<file path="src/rtl/decode_pipeline_unit_if.sv">
`default_nettype none
// ============================================================================
//  Module      : decode_pipeline_unit_if
//  Description : Fetch-to-decode-to-execute bundle for decode_pipeline_unit.
//                The master drives the fetch-side inputs and the control
//                inputs. The slave, which is the decode stage, drives the
//                registered decode bundle.
//  Revision    : 1.0 - initial release
// ============================================================================
interface decode_pipeline_unit_if #(
    parameter int PC_W = 7
) ();
    // Fetch-side slot and downstream control
    logic            branch_in;
    logic [PC_W-1:0] pc_in;
    logic [31:0]     instr_in;
    logic            stall_in;
    logic            flush_in;

    // Registered decode bundle
    logic            valid_out;
    logic [PC_W-1:0] pc_out;
    logic [31:0]     instr_out;
    logic [3:0]      cond_out;
    logic [1:0]      class_out;
    logic [3:0]      rn_out;
    logic [3:0]      rd_out;
    logic [3:0]      rs_out;
    logic [3:0]      rm_out;
    logic [11:0]     imm12_out;
    logic [15:0]     squash_cnt_out;
    logic [15:0]     stall_cnt_out;

    modport master (
        output branch_in, pc_in, instr_in, stall_in, flush_in,
        input  valid_out, pc_out, instr_out, cond_out, class_out,
               rn_out, rd_out, rs_out, rm_out, imm12_out,
               squash_cnt_out, stall_cnt_out
    );

    modport slave (
        input  branch_in, pc_in, instr_in, stall_in, flush_in,
        output valid_out, pc_out, instr_out, cond_out, class_out,
               rn_out, rd_out, rs_out, rm_out, imm12_out,
               squash_cnt_out, stall_cnt_out
    );
endinterface
`default_nettype wire

</file>
<file path="src/rtl/decode_pipeline_unit.sv">
`default_nettype none
// ============================================================================
//  Module      : decode_pipeline_unit
//  Description : Decode pipeline register. It latches the fetch PC and the
//                instruction word, decodes the instruction fields and
//                produces a valid-qualified bundle. It also handles stall
//                hold, the flush squash window and the post-reset squash.
//                Optional macro DECODE_STATS_EN adds two saturating counters:
//                squashed slots and stall cycles.
//  Revision    : 1.0 - initial release
// ============================================================================
module decode_pipeline_unit #(
    parameter int PC_W         = 7,
    parameter int SQUASH_DEPTH = 2
) (
    input  wire                  clk,
    input  wire                  rst,
    decode_pipeline_unit_if.slave bus
);

    localparam logic [2:0] C_DEPTH = 3'(SQUASH_DEPTH);

    typedef enum logic [0:0] {
        ST_RUN    = 1'b0,
        ST_SQUASH = 1'b1
    } state_t;

    state_t          state;
    logic [2:0]      squash_k;
    logic            valid_r;
    logic [PC_W-1:0] pc_r;
    logic [31:0]     instr_r;

    // A slot is accepted on any unstalled edge that carries no flush.
    // The slot on a flush edge is discarded.
    logic accept_w;
    assign accept_w = !bus.stall_in && !bus.flush_in;

    // Pipeline state, the squash window and the bundle registers.
    // A flush overrides a stall.
    always_ff @(posedge clk or posedge rst) begin
        if (rst) begin
            state    <= ST_SQUASH;
            squash_k <= 3'd1;
            valid_r  <= 1'b0;
            pc_r     <= '0;
            instr_r  <= '0;
        end else if (bus.flush_in) begin
            // Reload the window; a flush never accumulates onto the
            // squash slots that remain.
            state    <= ST_SQUASH;
            squash_k <= C_DEPTH;
            valid_r  <= 1'b0;
        end else if (accept_w) begin
            pc_r    <= bus.pc_in;
            instr_r <= bus.instr_in;
            if (state == ST_RUN) begin
                valid_r <= ~bus.branch_in;
            end else begin
                valid_r  <= 1'b0;
                squash_k <= squash_k - 3'd1;
                if (squash_k <= 3'd1) begin
                    state <= ST_RUN;
                end
            end
        end
    end

    // The fields are decoded from the latched word, so they track
    // instr_out, bubbles included.
    logic [1:0] class_w;
    always_comb begin
        class_w = 2'b11;
        if (instr_r[27:26] == 2'b00) begin
            class_w = 2'b00;
        end else if (instr_r[27:26] == 2'b01) begin
            class_w = 2'b01;
        end else if (instr_r[27:25] == 3'b101) begin
            class_w = 2'b10;
        end
    end

    assign bus.valid_out = valid_r;
    assign bus.pc_out    = pc_r;
    assign bus.instr_out = instr_r;
    assign bus.cond_out  = instr_r[31:28];
    assign bus.class_out = class_w;
    assign bus.rn_out    = instr_r[19:16];
    assign bus.rd_out    = instr_r[15:12];
    assign bus.rs_out    = instr_r[11:8];
    assign bus.rm_out    = instr_r[3:0];
    assign bus.imm12_out = instr_r[11:0];

`ifdef DECODE_STATS_EN
    logic [15:0] squash_cnt_r;
    logic [15:0] stall_cnt_r;

    // Saturating counters: accepted slots that carry no valid work, and
    // stalled edges.
    always_ff @(posedge clk or posedge rst) begin
        if (rst) begin
            squash_cnt_r <= '0;
            stall_cnt_r  <= '0;
        end else begin
            if (accept_w && (bus.branch_in || state == ST_SQUASH) &&
                squash_cnt_r != 16'hFFFF) begin
                squash_cnt_r <= squash_cnt_r + 16'd1;
            end
            if (bus.stall_in && stall_cnt_r != 16'hFFFF) begin
                stall_cnt_r <= stall_cnt_r + 16'd1;
            end
        end
    end

    assign bus.squash_cnt_out = squash_cnt_r;
    assign bus.stall_cnt_out  = stall_cnt_r;
`else
    assign bus.squash_cnt_out = 16'h0000;
    assign bus.stall_cnt_out  = 16'h0000;
`endif

endmodule
`default_nettype wire

</file>
<file path="src/flat_wrapper.sv">
// flat-port wrapper written by rule: the top's interface ports become plain ports
module decode_pipeline_unit_flat 
#(
    parameter int PC_W         = 7,
    parameter int SQUASH_DEPTH = 2
)
  (clk, rst, bus_branch_in, bus_pc_in, bus_instr_in, bus_stall_in, bus_flush_in, bus_valid_out, bus_pc_out, bus_instr_out, bus_cond_out, bus_class_out, bus_rn_out, bus_rd_out, bus_rs_out, bus_rm_out, bus_imm12_out, bus_squash_cnt_out, bus_stall_cnt_out);
  decode_pipeline_unit_if #(.PC_W(PC_W)) bus_i ();
  input  wire clk;
  input  wire rst;
  input wire logic [$bits(bus_i.branch_in)-1:0] bus_branch_in;
  input wire logic [$bits(bus_i.pc_in)-1:0] bus_pc_in;
  input wire logic [$bits(bus_i.instr_in)-1:0] bus_instr_in;
  input wire logic [$bits(bus_i.stall_in)-1:0] bus_stall_in;
  input wire logic [$bits(bus_i.flush_in)-1:0] bus_flush_in;
  output wire logic [$bits(bus_i.valid_out)-1:0] bus_valid_out;
  output wire logic [$bits(bus_i.pc_out)-1:0] bus_pc_out;
  output wire logic [$bits(bus_i.instr_out)-1:0] bus_instr_out;
  output wire logic [$bits(bus_i.cond_out)-1:0] bus_cond_out;
  output wire logic [$bits(bus_i.class_out)-1:0] bus_class_out;
  output wire logic [$bits(bus_i.rn_out)-1:0] bus_rn_out;
  output wire logic [$bits(bus_i.rd_out)-1:0] bus_rd_out;
  output wire logic [$bits(bus_i.rs_out)-1:0] bus_rs_out;
  output wire logic [$bits(bus_i.rm_out)-1:0] bus_rm_out;
  output wire logic [$bits(bus_i.imm12_out)-1:0] bus_imm12_out;
  output wire logic [$bits(bus_i.squash_cnt_out)-1:0] bus_squash_cnt_out;
  output wire logic [$bits(bus_i.stall_cnt_out)-1:0] bus_stall_cnt_out;
  assign bus_i.branch_in = bus_branch_in;
  assign bus_i.pc_in = bus_pc_in;
  assign bus_i.instr_in = bus_instr_in;
  assign bus_i.stall_in = bus_stall_in;
  assign bus_i.flush_in = bus_flush_in;
  assign bus_valid_out = bus_i.valid_out;
  assign bus_pc_out = bus_i.pc_out;
  assign bus_instr_out = bus_i.instr_out;
  assign bus_cond_out = bus_i.cond_out;
  assign bus_class_out = bus_i.class_out;
  assign bus_rn_out = bus_i.rn_out;
  assign bus_rd_out = bus_i.rd_out;
  assign bus_rs_out = bus_i.rs_out;
  assign bus_rm_out = bus_i.rm_out;
  assign bus_imm12_out = bus_i.imm12_out;
  assign bus_squash_cnt_out = bus_i.squash_cnt_out;
  assign bus_stall_cnt_out = bus_i.stall_cnt_out;
  decode_pipeline_unit #(.PC_W(PC_W), .SQUASH_DEPTH(SQUASH_DEPTH)) u_core (.clk(clk), .rst(rst), .bus(bus_i));
endmodule
</file>
<file path="config.mk">
export PLATFORM = sky130hd
export DESIGN_NAME = decode_pipeline_unit_flat
export DESIGN_NICKNAME = d
export VERILOG_FILES = /design/src/rtl/decode_pipeline_unit_if.sv /design/src/rtl/decode_pipeline_unit.sv /design/src/flat_wrapper.sv
export SDC_FILE = /design/constraint.sdc
export NUM_CORES = 1
export LEC_CHECK = 0
export ABC_AREA = 1
export CAP_MARGIN = 20
export CELL_PAD_IN_SITES_DETAIL_PLACEMENT = 2
export CELL_PAD_IN_SITES_GLOBAL_PLACEMENT = 2
export CORE_MARGIN = 5
export CORE_UTILIZATION = 20
export DETAILED_ROUTE_END_ITERATION = 10
export PLACE_DENSITY = 0.83
export SLEW_MARGIN = 40
export SYNTH_ARGS = -nofsm -noshare
export SYNTH_HDL_FRONTEND = slang
export SYNTH_SLANG_ARGS = --single-unit
</file>
<file path="constraint.sdc">
create_clock -name clk -period 2.45 [get_ports clk]
set_input_delay 0.49 -clock clk [delete_from_list [all_inputs] [get_ports clk]]
set_output_delay 0.49 -clock clk [all_outputs]
set_load 0.1 [all_outputs]
</file>
==> run_results.csv <==
group,metric,value,unit
sta,skew,0.000541,ns
sta,relSlewSlack,66.7,%
clocking,cts_buffer_depth,2,
critical_path,startpoint_type,"input port",
clocking,numClockSinks,44,
critical_path,slowest_stage,"clkdlybuf4s50_1",
routing,drcViolationCount,0,
synthesis,synth-seq-cells,44,
run,drv_cap,0,
synthesis,synth_warnings,0,
global_route,antenna_found_initial,0,
routing,viasPerCell,3.79,
hold_path,hold_class,"reg -> reg",
hold_path,hold_path.startpoint,"u_core.squash_k[0]$_DFFE_PP1P_",
clocking,ctsHoldBuffers,0,
floorplanning,die_w,116,µm
synthesis,synth.distinct_cells,18,
sta,finalSetupTns,0,ns
placed_design,dpl-instance-area,3040,µm²
floorplanning,io_pins,150,
global_route,grt_max_degree,33,
routing,num_vias,1867,
layout,post-route-util,29.0,%
global_route,gr-total-overflow,0,
clocking,insertion_delay,0.27,ns
floorplanning,start_util,20.6,%
sta,tightest_slew,0.498,ns
sta,fmax,599,MHz
critical_path,crit_start,"bus_flush_in",
clocking,post_cts_buffers,0,
placed_design,gp_congestion,0.749,
power,power.switching,1.91,mW
clocking,htreeDepth,2,
critical_path,path_cells,"clkdlybuf4s50_1 > inv_2 > nand2_4 > inv_2 > buf_12 > nand2_1 > nand2_1",
power,power_density,1080,nW/µm²
sta,min_period,1.67,ns
critical_path,cp.required,2.62,ns
power,p_leak,1.71,nW
clocking,cts_tree,"done",
sta,fin_ws,0.780,ns
power,power,3.42,mW
synthesis,synthCells,268,
placed_design,place_ws,0.445,ns
layout,finalNonFillerCells,493,
sta,report.final.slew_viol_count,0,
clocking,ctsResizeCount,0,
critical_path,reg2reg_slack,1.18,ns
routing,post_drt_wl_per_cell,14.6,µm
layout,final_cell_area,3170,µm²
synthesis,syn_area,2260,µm²
routing,drt_first_iter_violations,67,
floorplanning,rows,38,
power,power_frac_clock,18.5,%
placed_design,portBuffers,117,
floorplanning,coreArea,10900,µm²
global_route,track_usage,10.4,%
floorplanning,dieArea,13500,µm²
synthesis,syn_avg_cell_area,8.42,µm²
global_route,grt_pass1_vias,2117,
sta,fin_crit_sh,68.2,%
critical_path,critPathKind,"in -> reg",
synthesis,yosysSeqAreaShare,48.9,%
layout,drive_above_1_share,25.8,%
layout,finalNetCount,399,
run_status,outcome,"completed",
placed_design,hpwl,5.71,mm
power,combPwrFrac,54.8,%
critical_path,slowest_delay,0.54,ns
layout,antenna_cells,0,
sta,hold_viol,0,
placed_design,place_inst,486,
layout,multi_input_area,687,µm²
power,switching_share,55.8,%
critical_path,r2r-start,"u_core.squash_k[0]$_DFFE_PP1P_",
layout,fillers,1279,
power,p_int,1.51,mW
clocking,root_buffer,"clkbuf_16",
critical_path,crit_arrival,1.84,ns
sta,setup_violations,0,
critical_path,cp-end-kind,"register",
global_route,grt_pass1_wl,11.0,mm
layout,syn_to_final_growth,40.6,%
routing,drt-total-wl,7.21,mm
power,pwr-share-seq,26.7,%
clocking,path_clk_slew,0.06,ns
clocking,cts_buffers,5,
critical_path,path_max_fanout,32,
routing,ant_nets,0,
sta,holdWs,0.492,ns
sta,rsz0062_at_grt,"false",
power,ir_worst_vdd,0.000336,V
routing,first_pass_iters,4,
floorplanning,die_height,116,µm
layout,ff_latch_area,1100,µm²
## registers in the layout (all words and copies together) (netlist names)
register              flops
u_core.bus.instr_out     32
u_core.bus.pc_out         7
u_core.bus.valid_out      1
u_core.squash_k           3
u_core.state              1
## cells in the final DEF (no fill, tap or decap), drive strengths merged
| master | instances |
|---|---|
| dfstp | 2 |
| clkinv | 1 |
| nand3 | 3 |
| nand2 | 122 |
| ha | 2 |
| dfrtp | 42 |
| clkdlybuf4s50 | 43 |
| inv | 11 |
| o21bai | 1 |
| buf | 77 |
| nor2 | 4 |
| o21ai | 5 |
| conb | 32 |
| clkbuf | 6 |
| a21oi | 2 |
## power groups by stage
stage / Sequential, mW / Combinational (mW) / Clock (mW)
2_1_floorplan: 1.50 / 1.04 / 0
5_1_grt: 0.928 / 1.94 / 0.693
3_5_place_dp: 0.927 / 1.89 / 0
6_report: 0.912 / 1.88 / 0.634
3_3_place_gp: 0.920 / 1.87 / 0
4_1_cts: 0.916 / 1.89 / 0.668
## synth_stat cells
library cell | number | area (µm²)
nand2_1 | 121 | 454
nand2_4 | 1 | 11.3
buf_4 | 65 | 488
nand3_1 | 3 | 15.0
inv_1 | 8 | 30.0
conb_1 | 1 | 3.75
buf_6 | 3 | 33.8
ha_1 | 2 | 25.0
o21ai_1 | 2 | 10.0
dfstp_2 | 2 | 52.6
clkbuf_1 | 1 | 3.75
buf_2 | 4 | 20.0
o21bai_1 | 1 | 7.51
nor2_1 | 4 | 15.0
o21ai_0 | 3 | 15.0
a21oi_1 | 2 | 10.0
dfrtp_1 | 42 | 1050
inv_2 | 3 | 11.3
## critical path, delay by kind of cell
family / cells / cell delay [ns]
AND/OR/NAND/NOR: 3 / 0.34
buffers and inverters: 4 / 1.00
## worst paths after layout
| check | end | cells after the start |
|---|---|---|
| setup / recovery | u_core.bus.pc_out[6]$_DFFE_PP0P_ | 7 |
| hold / removal | u_core.squash_k[0]$_DFFE_PP1P_ | 2 |
| setup reg to reg | u_core.squash_k[1]$_DFFE_PP0P_ | 5 |
| hold reg to reg | u_core.squash_k[0]$_DFFE_PP1P_ | 2 |
| max in group asynchronous | u_core.squash_k[0]$_DFFE_PP1P_ | 3 |
| min in group asynchronous | u_core.bus.pc_out[4]$_DFFE_PP0P_ | 2 |
## metal layers
metal | vias up | part of all wire [%] | GRT usage, % | wire [µm]
met5 | - | 0 | 0 | 0
met4 | 0 | 2.2 | 3.94 | 161
met3 | 10 | 7.2 | 2.07 | 522
met2 | 99 | 52 | 19.5 | 3780
met1 | 887 | 38 | 11.3 | 2750
li1 | 871 | - | - | -
## cell type report
| type | count | share of cell area (%) |
|---|---|---|
| Sequential cell | 44 | 34.8 |
| Timing Repair Buffer | 120 | 32.6 |
| Multi-Input combinational cell | 171 | 21.6 |
| Tap cell | 140 | 5.52 |
| Clock buffer | 6 | 4.06 |
| Inverter | 11 | 1.30 |
| Clock inverter | 1 | 0.158 |
## cell families (layout without fill, tap and decap cells)
group                    after synthesis  after routing  share of synthesized area (%)
other                                  1             32                          0.166
AO/OA/AOI/OAI                          8              8                           1.88
adder cells (fa/ha/maj)                2              2                           1.11
AND/OR/NAND/NOR                      129            129                           22.0
buffers and inverters                 84            138                           26.0
flip-flops                            44             44                           48.9
Note: power is estimated with default switching activity, not from simulation.
